`src/rtl/mem4x4_arbiter.sv`:
```
// rtl/mem4x4_arbiter.sv - two-requester round-robin arbiter/sequencer for a 4x4 scratch memory
// Optional build macro: MEMARB_STATS_EN adds saturating per-requester completion counters cnt0/cnt1.
module mem4x4_arbiter #(
  parameter int AW = 2,
  parameter int DW = 4
) (
  input  logic          clk,
  input  logic          rst_n,
  input  logic          req0,
  input  logic          we0,
  input  logic [AW-1:0] addr0,
  input  logic [DW-1:0] wdata0,
  output logic          ack0,
  output logic [DW-1:0] rdata0,
  input  logic          req1,
  input  logic          we1,
  input  logic [AW-1:0] addr1,
  input  logic [DW-1:0] wdata1,
  output logic          ack1,
  output logic [DW-1:0] rdata1,
  output logic          mem_en,
  output logic          mem_we,
  output logic [AW-1:0] mem_addr,
  output logic [DW-1:0] mem_din,
  input  logic [DW-1:0] mem_dout,
  output logic          busy
`ifdef MEMARB_STATS_EN
  ,
  output logic [7:0]    cnt0,
  output logic [7:0]    cnt1
`endif
);

  typedef enum logic [1:0] {
    S_IDLE    = 2'd0,
    S_ISSUE   = 2'd1,
    S_CAPTURE = 2'd2,
    S_DONE    = 2'd3
  } state_t;

  state_t        state_q, state_d;
  logic          prio_q, prio_d;
  logic          owner_q, owner_d;
  logic          is_write_q, is_write_d;
  logic          ack0_q, ack0_d;
  logic          ack1_q, ack1_d;
  logic [DW-1:0] rdata0_q, rdata0_d;
  logic [DW-1:0] rdata1_q, rdata1_d;
  logic          mem_en_q, mem_en_d;
  logic          mem_we_q, mem_we_d;
  logic [AW-1:0] mem_addr_q, mem_addr_d;
  logic [DW-1:0] mem_din_q, mem_din_d;
  logic          grant1;
`ifdef MEMARB_STATS_EN
  logic [7:0]    cnt0_q, cnt0_d;
  logic [7:0]    cnt1_q, cnt1_d;
`endif

  // State register: everything clears immediately on reset, dropping any in-flight transaction.
  always_ff @(posedge clk or negedge rst_n) begin
    if (!rst_n) begin
      state_q    <= S_IDLE;
      prio_q     <= 1'b0;
      owner_q    <= 1'b0;
      is_write_q <= 1'b0;
      ack0_q     <= 1'b0;
      ack1_q     <= 1'b0;
      rdata0_q   <= '0;
      rdata1_q   <= '0;
      mem_en_q   <= 1'b0;
      mem_we_q   <= 1'b0;
      mem_addr_q <= '0;
      mem_din_q  <= '0;
`ifdef MEMARB_STATS_EN
      cnt0_q     <= 8'd0;
      cnt1_q     <= 8'd0;
`endif
    end else begin
      state_q    <= state_d;
      prio_q     <= prio_d;
      owner_q    <= owner_d;
      is_write_q <= is_write_d;
      ack0_q     <= ack0_d;
      ack1_q     <= ack1_d;
      rdata0_q   <= rdata0_d;
      rdata1_q   <= rdata1_d;
      mem_en_q   <= mem_en_d;
      mem_we_q   <= mem_we_d;
      mem_addr_q <= mem_addr_d;
      mem_din_q  <= mem_din_d;
`ifdef MEMARB_STATS_EN
      cnt0_q     <= cnt0_d;
      cnt1_q     <= cnt1_d;
`endif
    end
  end

  // Next-state logic: arbitrate in IDLE, then walk the access through issue/capture/done.
  always_comb begin
    state_d    = state_q;
    prio_d     = prio_q;
    owner_d    = owner_q;
    is_write_d = is_write_q;
    ack0_d     = ack0_q;
    ack1_d     = ack1_q;
    rdata0_d   = rdata0_q;
    rdata1_d   = rdata1_q;
    mem_en_d   = mem_en_q;
    mem_we_d   = mem_we_q;
    mem_addr_d = mem_addr_q;
    mem_din_d  = mem_din_q;
    grant1     = 1'b0;
`ifdef MEMARB_STATS_EN
    cnt0_d     = cnt0_q;
    cnt1_d     = cnt1_q;
`endif
    case (state_q)
      S_IDLE: begin
        if (req0 || req1) begin
          // Under contention the priority bit picks; otherwise the lone requester wins.
          grant1     = (req0 && req1) ? prio_q : req1;
          owner_d    = grant1;
          is_write_d = grant1 ? we1 : we0;
          mem_en_d   = 1'b1;
          mem_we_d   = grant1 ? we1 : we0;
          mem_addr_d = grant1 ? addr1 : addr0;
          mem_din_d  = grant1 ? wdata1 : wdata0;
          state_d    = S_ISSUE;
        end
      end
      S_ISSUE: begin
        // The access happens at this edge; address and data stay put afterwards.
        mem_en_d = 1'b0;
        mem_we_d = 1'b0;
        if (is_write_q) begin
          if (owner_q) ack1_d = 1'b1;
          else         ack0_d = 1'b1;
          state_d = S_DONE;
        end else begin
          state_d = S_CAPTURE;
        end
      end
      S_CAPTURE: begin
        if (owner_q) begin
          rdata1_d = mem_dout;
          ack1_d   = 1'b1;
        end else begin
          rdata0_d = mem_dout;
          ack0_d   = 1'b1;
        end
        state_d = S_DONE;
      end
      S_DONE: begin
        // Priority always moves to the non-owner, even when it was not competing.
        ack0_d  = 1'b0;
        ack1_d  = 1'b0;
        prio_d  = ~owner_q;
`ifdef MEMARB_STATS_EN
        if (owner_q) begin
          if (cnt1_q != 8'hFF) cnt1_d = cnt1_q + 8'd1;
        end else begin
          if (cnt0_q != 8'hFF) cnt0_d = cnt0_q + 8'd1;
        end
`endif
        state_d = S_IDLE;
      end
      default: state_d = S_IDLE;
    endcase
  end

  assign ack0     = ack0_q;
  assign ack1     = ack1_q;
  assign rdata0   = rdata0_q;
  assign rdata1   = rdata1_q;
  assign mem_en   = mem_en_q;
  assign mem_we   = mem_we_q;
  assign mem_addr = mem_addr_q;
  assign mem_din  = mem_din_q;
  assign busy     = (state_q != S_IDLE);
`ifdef MEMARB_STATS_EN
  assign cnt0     = cnt0_q;
  assign cnt1     = cnt1_q;
`endif

endmodule
```
`config.mk`:
```
export PLATFORM = sky130hd
export DESIGN_NAME = mem4x4_arbiter
export DESIGN_NICKNAME = d
export VERILOG_FILES = /design/src/rtl/mem4x4_arbiter.sv
export SDC_FILE = /design/constraint.sdc
export NUM_CORES = 1
export LEC_CHECK = 0
export ABC_CLOCK_PERIOD_IN_PS = 2210
export CAP_MARGIN = 10
export CORE_UTILIZATION = 49
export CTS_BUF_LIST = sky130_fd_sc_hd__clkbuf_8
export DETAILED_ROUTE_END_ITERATION = 10
export PLACE_DENSITY = 0.86
export SYNTH_ARGS = -nofsm -noshare
export SYNTH_HDL_FRONTEND = slang
export SYNTH_SLANG_ARGS = --single-unit
```
`constraint.sdc`:
```
create_clock -name clk -period 2.21 [get_ports clk]
set_clock_uncertainty 0.1 [all_clocks]
set_input_delay 0.3315 -clock clk [delete_from_list [all_inputs] [get_ports clk]]
set_output_delay 0.3315 -clock clk [all_outputs]
set_load 0.02 [all_outputs]
```
# == After elaboration in Yosys (flattened, before gate mapping) ==
# Index checks and enable logic that the tools add are counted.
# totals
regBits,23
latch_bits,0
ram_bits,0
rom_bits,0
in_bits,22
elab_cells,46
memories,0
# classes
add_sub_neg,0
n_mul,0
div,0
magnitude_cmp,0
eq_ne,5
shift,0
n_mux,17
bitwise,1
reduce_logical,11
# ops
operator,count
$reduce_and 2->1,5
$mux 1,9
$pmux 2 s4,1
$pmux 1 s3,2
$eq 2x2->1 const B,2
$mux 2,2
$mux 4,1
$ne 2x2->1 const B,2
$pmux 1 s2,2
$reduce_bool 2->1,2
$reduce_bool 3->1,1
$eq 2x1->1 const B,1
$logic_not 2->1,1
$logic_and 1x1->1,1
$logic_or 1x1->1,1
$not 1->1,1

# == Longest topological paths before layout ==
# Gate-level depths: netlist of the first run.
# depth
word_depth,5
mapped_depth,7

# == Worst setup path before layout of the first run ==
# Ideal clock, no wire load.
# synth_path
kind,flip-flop to flip-flop
start,register state_q[0]
end,register state_q[1]
setup_time_ps,125
arrival_ps,1280
required_ps,1985
setup_slack_ps,705
stages_incl_launch_ff,5
cell_sequence,dfrtp_1 -> inv_1 -> ha_1 -> nor3b_4 -> mux2_2
# synth_via
elab_chain_len,2
# synth_lines
item,line,rtl
from (decl),41,"state_t state_q, state_d;"
from (signal assigned),79,state_q <= state_d;
$eq 2x2->1 (tied with other cells),117,case (state_q)
$pmux 2 s4 or $ne 2x2->1 (tied branches),-,
# Parallel ways exist; a longest one is shown, timed or not.
# A chain may end at the register's enable or synchronous reset.

# == Worst setup path after layout of the first run ==
# layout_path
start,register state_q[1]
end,output port busy
# layout_via
elab_chain_len,1
# layout_lines
item,line,rtl
$reduce_bool 2->1,179,assign busy = (state_q != S_IDLE);
to (decl),26,output logic busy
# No other way between the ends.

==> results.md, run 1 <==
* Post-synth cell types at 24
* Sw frac at 0.3868
* DRT Wirelength at 2455 um
* GRT Residual Overflow at 0
* First-pass GRT wire length at 4050 um
* Syn nets at 127
* Hold buffer count at CTS at 0
* Initial antenna violation count at 0
* Status: completed
* Post-DRT Antenna Nets at 0
* Number of synthesized flops with an enable pin at 0
* Power consumption at 2.252 mW
* Largest net degree at the start of global routing at 24
* Post-Synthesis Cells at 100
* Synth Warn # at 0
* Die span in y at 49.75 um
* Mux cell area share after synthesis at 0.1008
* Crit. End Element: primary output
* Final Wtd Congestion at 0.7946
* Synth Area in Adders at 0.05599
* PD cells at 1428 mW/mm^2
* Max-cap violations at 0
* Largest family of logic cells by synthesized area: compound AO/OA/AOI/OAI gates
* Crit share post-route at 0.9604
* DRT iter0 DRCs at 16
* Cell count after placement at 166
* Clock buffer count from CTS at 3
* Setup Viol. Count Final at 0
* Die Area at 0.002475 sq mm
* ANT cells at 0
* CTS resizes at 0
* Commonest cells after routing, fill and taps aside: clkdlybuf4s50_1, dfrtp_1, nor2_1, mux2_2
* Post-synthesis compound-gate area fraction at 0.1613
* Postcts setup bufs at 0
* Clk pwr share at 0.109
* Clock transition at path regs at 70 ps
* Clock buffer depth at 2
* Num ports at 41
* Avg Cell Area, Syn at 11.17 sq um
* Commonest non-fill, non-tap cell in the layout: clkdlybuf4s50_1
* TritonCTS Sinks at 23
* Share of cells above drive strength 1 at 0.1189
* Comb power frac at 0.553
* Req. time, crit path at 1780 ps
* VDD IR-drop max at 0.0008934 V
* H-tree levels at 1
* Chip Width at 49.75 um
* # nets final at 171
* Dpl hpwl at 1939 um
* Port bufs at 40
* Hold Crit Class: in -> async
* Slew Viols, Final at 0
* GR Util All Layers at 0.2200
* Post-Route Setup TNS at 0 ps
* Drt first pass iters at 4
* Row count at 16
* Crit path DAT at 1690 ps
* Flops & latches, synth at 23
* CTS tree: yes
* Flop pwr share at 0.338
* Avg WL per Cell at 14.44 um
* Crit start category: register
* Core area at 0.002042 sq mm
* Post-DR vias/cell at 5.441
* Worst skew pair latency at 260 ps
* Leak pwr at 0.6580 nW
* Initial Util at 0.5472
* Residual DRC at 0
* Kind of critical path: reg -> out
* RSZ-0062 raised after global routing: no
* Max transition margin at 0.7507
* Min cycle time layout at 2122 ps
* Internal power at 1.381 mW
* Root buffer cell: clkbuf_8
* Net load switching power at 0.8709 mW
* Worst-path maximum fanout at 5
* Number of global-route vias before repair at 953
* Worst-Margin Slew at 364.5 ps
* Achievable Freq at 471.2 MHz
* Simple-Gate Fraction of Synth Area at 0.1053
* Main flop type after synthesis: dfrtp_1
* Synth-to-Final Area Change at 41.10%
* Final cell count without fillers at 170
* Final hold viol count at 0
* Vias at 925
* Seq/Total Area, Yosys at 0.5151
* Post-synth ARST share at 1.000
* Mapped Area at 0.001117 sq mm
* Xor and xnor area share after synthesis at 0
-- per-layer routing --
layer	routed length (um)	vias up	global-route usage
met5	0	-	0
met4	33	0	0.1143
met3	101	4	0.04321
met2	1275	30	0.3761
met1	1045	444	0.2590
li1	-	447	-
-- registers in the layout (all words and copies together), names as in the netlist, 2 cells and up --
register  cells
rdata1        4
mem_addr      2
rdata0        4
mem_din       4
state_q       2
-- power by group through the flow --
stage / clock [mW] / sequential, mW / combinational, mW
global route: 0.266 / 0.786 / 1.36
finish: 0.246 / 0.761 / 1.24
CTS: 0.252 / 0.763 / 1.25
floorplan: 0 / 0.952 / 0.565
detailed placement: 0 / 0.771 / 1.25
global placement: 0 / 0.755 / 1.20
-- synth_stat cells (all sizes together) (2+ instances only) --
cell type,count,area share
a211oi,2,0.013
a21oi,3,0.013
a2bb2oi,2,0.016
a31oi,7,0.039
buf,4,0.038
dfrtp,23,0.52
ha,5,0.056
inv,7,0.024
mux2,10,0.10
nand2,2,0.0067
nand3,7,0.031
nor2,10,0.034
nor2b,2,0.011
o21ai,8,0.036
-- critical path, cell delays in order, from the launching register on --
cell and delay, ps:
dfrtp_1 410, inv_1 100, ha_1 230, inv_1 90
clkdlybuf4s50_1 600
-- cells by family after synthesis --
family / count (synthesis)
adder cells (fa/ha/maj): 5
buffers and inverters: 11
AND/OR/NAND/NOR: 23
flip-flops: 23
multiplexers: 10
AO/OA/AOI/OAI: 28
-- layout make-up --
type,count,area [sq um]
Inverter,7,26.28
Tap cell,27,33.78
Clock buffer,3,41.29
Multi-Input combinational cell,66,473.0
Sequential cell,23,575.6
Clock inverter,1,3.754
Timing Repair Buffer,43,422.9
Fill cell,128,465.4
-- worst paths after layout --
check,start,end,slack (ps),depth (start not counted)
min reg2reg,rdata1[3],rdata1[3],410,1
min,rst_n,rdata1[3],330,2
max reg2reg,state_q[0],rdata0[2],520,4
min in group clk,rdata1[3],rdata1[3],410,1
max in group asynchronous,rst_n,is_write_q,1460,2
max,state_q[1],busy,90,4
-- stage by stage --
| step | setup slack [ps] | instance area (sq um) | utilization | hold slack, ps |
|---|---|---|---|---|
| 2_1_floorplan | 705.2 | 1117 | - | -64.09 |
| 3_3_place_gp | 332.8 | 1531 | 0.7500 | 385.3 |
| 3_5_place_dp | 240.0 | 1531 | 0.7500 | 392.6 |
| 4_1_cts | 77.09 | 1577 | 0.7721 | 335.9 |
| 5_1_grt | 2.793 | 1577 | 0.7721 | 355.3 |
| 6_report | 87.58 | 1577 | 0.7721 | 327.0 |
No activity file was read; power rests on OpenSTA's default activity.
==> inputs of run 2 (changes only) <==
--- a/config.mk
+++ b/config.mk
@@ -11,6 +11,7 @@
 export CTS_BUF_LIST = sky130_fd_sc_hd__clkbuf_8
 export DETAILED_ROUTE_END_ITERATION = 10
 export PLACE_DENSITY = 0.86
+export RECOVER_POWER = 25
 export SYNTH_ARGS = -nofsm -noshare
 export SYNTH_HDL_FRONTEND = slang
 export SYNTH_SLANG_ARGS = --single-unit
==> results.md, run 2 (synthesis gave the netlist of run 1 again) <==
* Vias at 925 (unchanged)
* Commonest cells after routing, fill and taps aside: clkdlybuf4s50_1, dfrtp_1, nor2_1, mux2_2
* Postcts setup bufs at 0 (unchanged)
* DRT Wirelength at 2453 um (about the same)
* Comb power frac at 0.552 (about the same)
* Sw frac at 0.3869 (about the same)
* GRT Residual Overflow at 0 (unchanged)
* Max transition margin at 0.2055 (-0.5452)
* Crit. End Element: primary output
* Crit path DAT at 1690 ps (about the same)
* Num ports at 41 (unchanged)
* Flop2flop setup slack at 520 ps (about the same)
* Min-delay src: rdata1[3]
* CTS tree: yes
* ANT cells at 0 (unchanged)
* VDD IR-drop max at 0.0008934 V (about the same)
* Die span in y at 49.75 um (unchanged)
* Crit share post-route at 0.9604 (unchanged)
* Hold path cells at 1
* Slew Viols, Final at 0 (unchanged)
* Req. time, crit path at 1780 ps (about the same)
* Initial antenna violation count at 0 (unchanged)
* Crit start category: register
* R2R depth at 4 (unchanged)
* Internal power at 1.380 mW (about the same)
* DRT iter0 DRCs at 16 (unchanged)
* Worst skew pair latency at 260 ps (about the same)
* Power consumption at 2.250 mW (about the same)
* Clock transition at path regs at 70 ps (about the same)
* Status: completed
* Hold Crit Class: reg -> reg
* Worst-path maximum fanout at 5 (unchanged)
* Achievable Freq at 471.2 MHz (unchanged)
* Number of global-route vias before repair at 953 (unchanged)
* Clock buffer count from CTS at 3 (unchanged)
* TritonCTS Sinks at 23 (unchanged)
* Final hold viol count at 0 (unchanged)
* Post-DR vias/cell at 5.441 (unchanged)
* Worst hold endpoint: rdata1[3]
* Kind of critical path: reg -> out
* Leak pwr at 0.6547 nW (-0.51%)
* First-pass GRT wire length at 4050 um (unchanged)
* Max-cap violations at 0 (unchanged)
* Post-DRT Antenna Nets at 0 (unchanged)
* Residual DRC at 0 (unchanged)
* Row count at 16 (unchanged)
* Root buffer cell: clkbuf_8
* Commonest non-fill, non-tap cell in the layout: clkdlybuf4s50_1
* Share of cells above drive strength 1 at 0.1119 (-0.006993)
* Largest net degree at the start of global routing at 24 (unchanged)
* Reg-to-reg endpoint: rdata0[2]
* Die Area at 0.002475 sq mm (unchanged)
* Setup Viol. Count Final at 0 (unchanged)
* Drt first pass iters at 4 (unchanged)
* Min cycle time layout at 2122 ps (unchanged)
* CTS resizes at 0 (unchanged)
* Dpl hpwl at 1939 um (unchanged)
* RR Startpoint: state_q[0]
* Initial Util at 0.5472 (unchanged)
* Worst-Margin Slew at 1192 ps (+827.2 ps)
* PD cells at 1431 mW/mm^2 (+0.17%)
* Hold buffer count at CTS at 0 (unchanged)
* Net load switching power at 0.8707 mW (about the same)
* Post-Route Setup TNS at 0 ps (unchanged)
* Synth-to-Final Area Change at 40.76%
* Core area at 0.002042 sq mm (unchanged)
* Chip Width at 49.75 um (unchanged)
* RSZ-0062 raised after global routing: no
* GR Util All Layers at 0.2200 (unchanged)
* Final Wtd Congestion at 0.7946 (unchanged)
* H-tree levels at 1 (unchanged)
* Port bufs at 40 (unchanged)
* Clock buffer depth at 2 (unchanged)
* Clk pwr share at 0.109 (about the same)
* Flop pwr share at 0.338 (about the same)
* # nets final at 171 (unchanged)
* Avg WL per Cell at 14.43 um (about the same)
## run 2: changes by cell type in the layout (fill, tap and decap cells not counted), sizes merged
cell,before,now
dlygate4sd3,0,1
buf,3,2
clkdlybuf4s50,40,39
clkbuf,3,4
## run 2: cell type report
cell class                 instances  area, sq um
sequential                        23        575.6
multi-input combinational         66        473.0
fill                             128        469.2
timing repair buffer              43        419.2
clock buffer                       3        41.29
tap                               27        33.78
inverter                           7        26.28
clock inverter                     1        3.754
## run 2: per-stage QoR
step                cells    util  instance area, sq um  worst slack [ps]  hold slack [ps]
CTS                   170  0.7721                  1577             77.09            335.9
floorplan             100       -                  1117             705.2           -64.09
global route          170  0.7702                  1573             2.793            440.6
detailed placement    166  0.7500                  1531             240.0            392.6
finish                170  0.7702                  1573             87.58            406.2
global placement      166  0.7500                  1531             332.8            385.3
## run 2: power by group through the flow
stage	sequential [mW]	combinational [mW]	clock [mW]
after floorplan	0.952	0.565	0
after detailed placement	0.771	1.25	0
after global routing	0.786	1.35	0.266
final	0.761	1.24	0.246
after CTS	0.763	1.25	0.252
after global placement	0.755	1.20	0
## run 2: metal layers
metal / GRT usage / share of wire
met5: 0 / 0
met4: 0.1143 / 0.013
met3: 0.04321 / 0.042
met2: 0.3761 / 0.52
met1: 0.2590 / 0.42
## run 2: worst max path at each step
stage	startpoint	endpoint	depth (start not counted)
finish	state_q[1]	busy	4
global route	state_q[0]	busy	4
CTS	state_q[1]	busy	4
detailed placement	req1	mem_din[3]	5
global placement	req1	mem_addr[0]	5
floorplan	state_q[0]	state_q[1]	4
## run 2: worst max-delay path: stages, from the launching register on
cell and delay, ps:
dfrtp_1 410, inv_1 100, ha_1 230, inv_1 90, clkdlybuf4s50_1 600
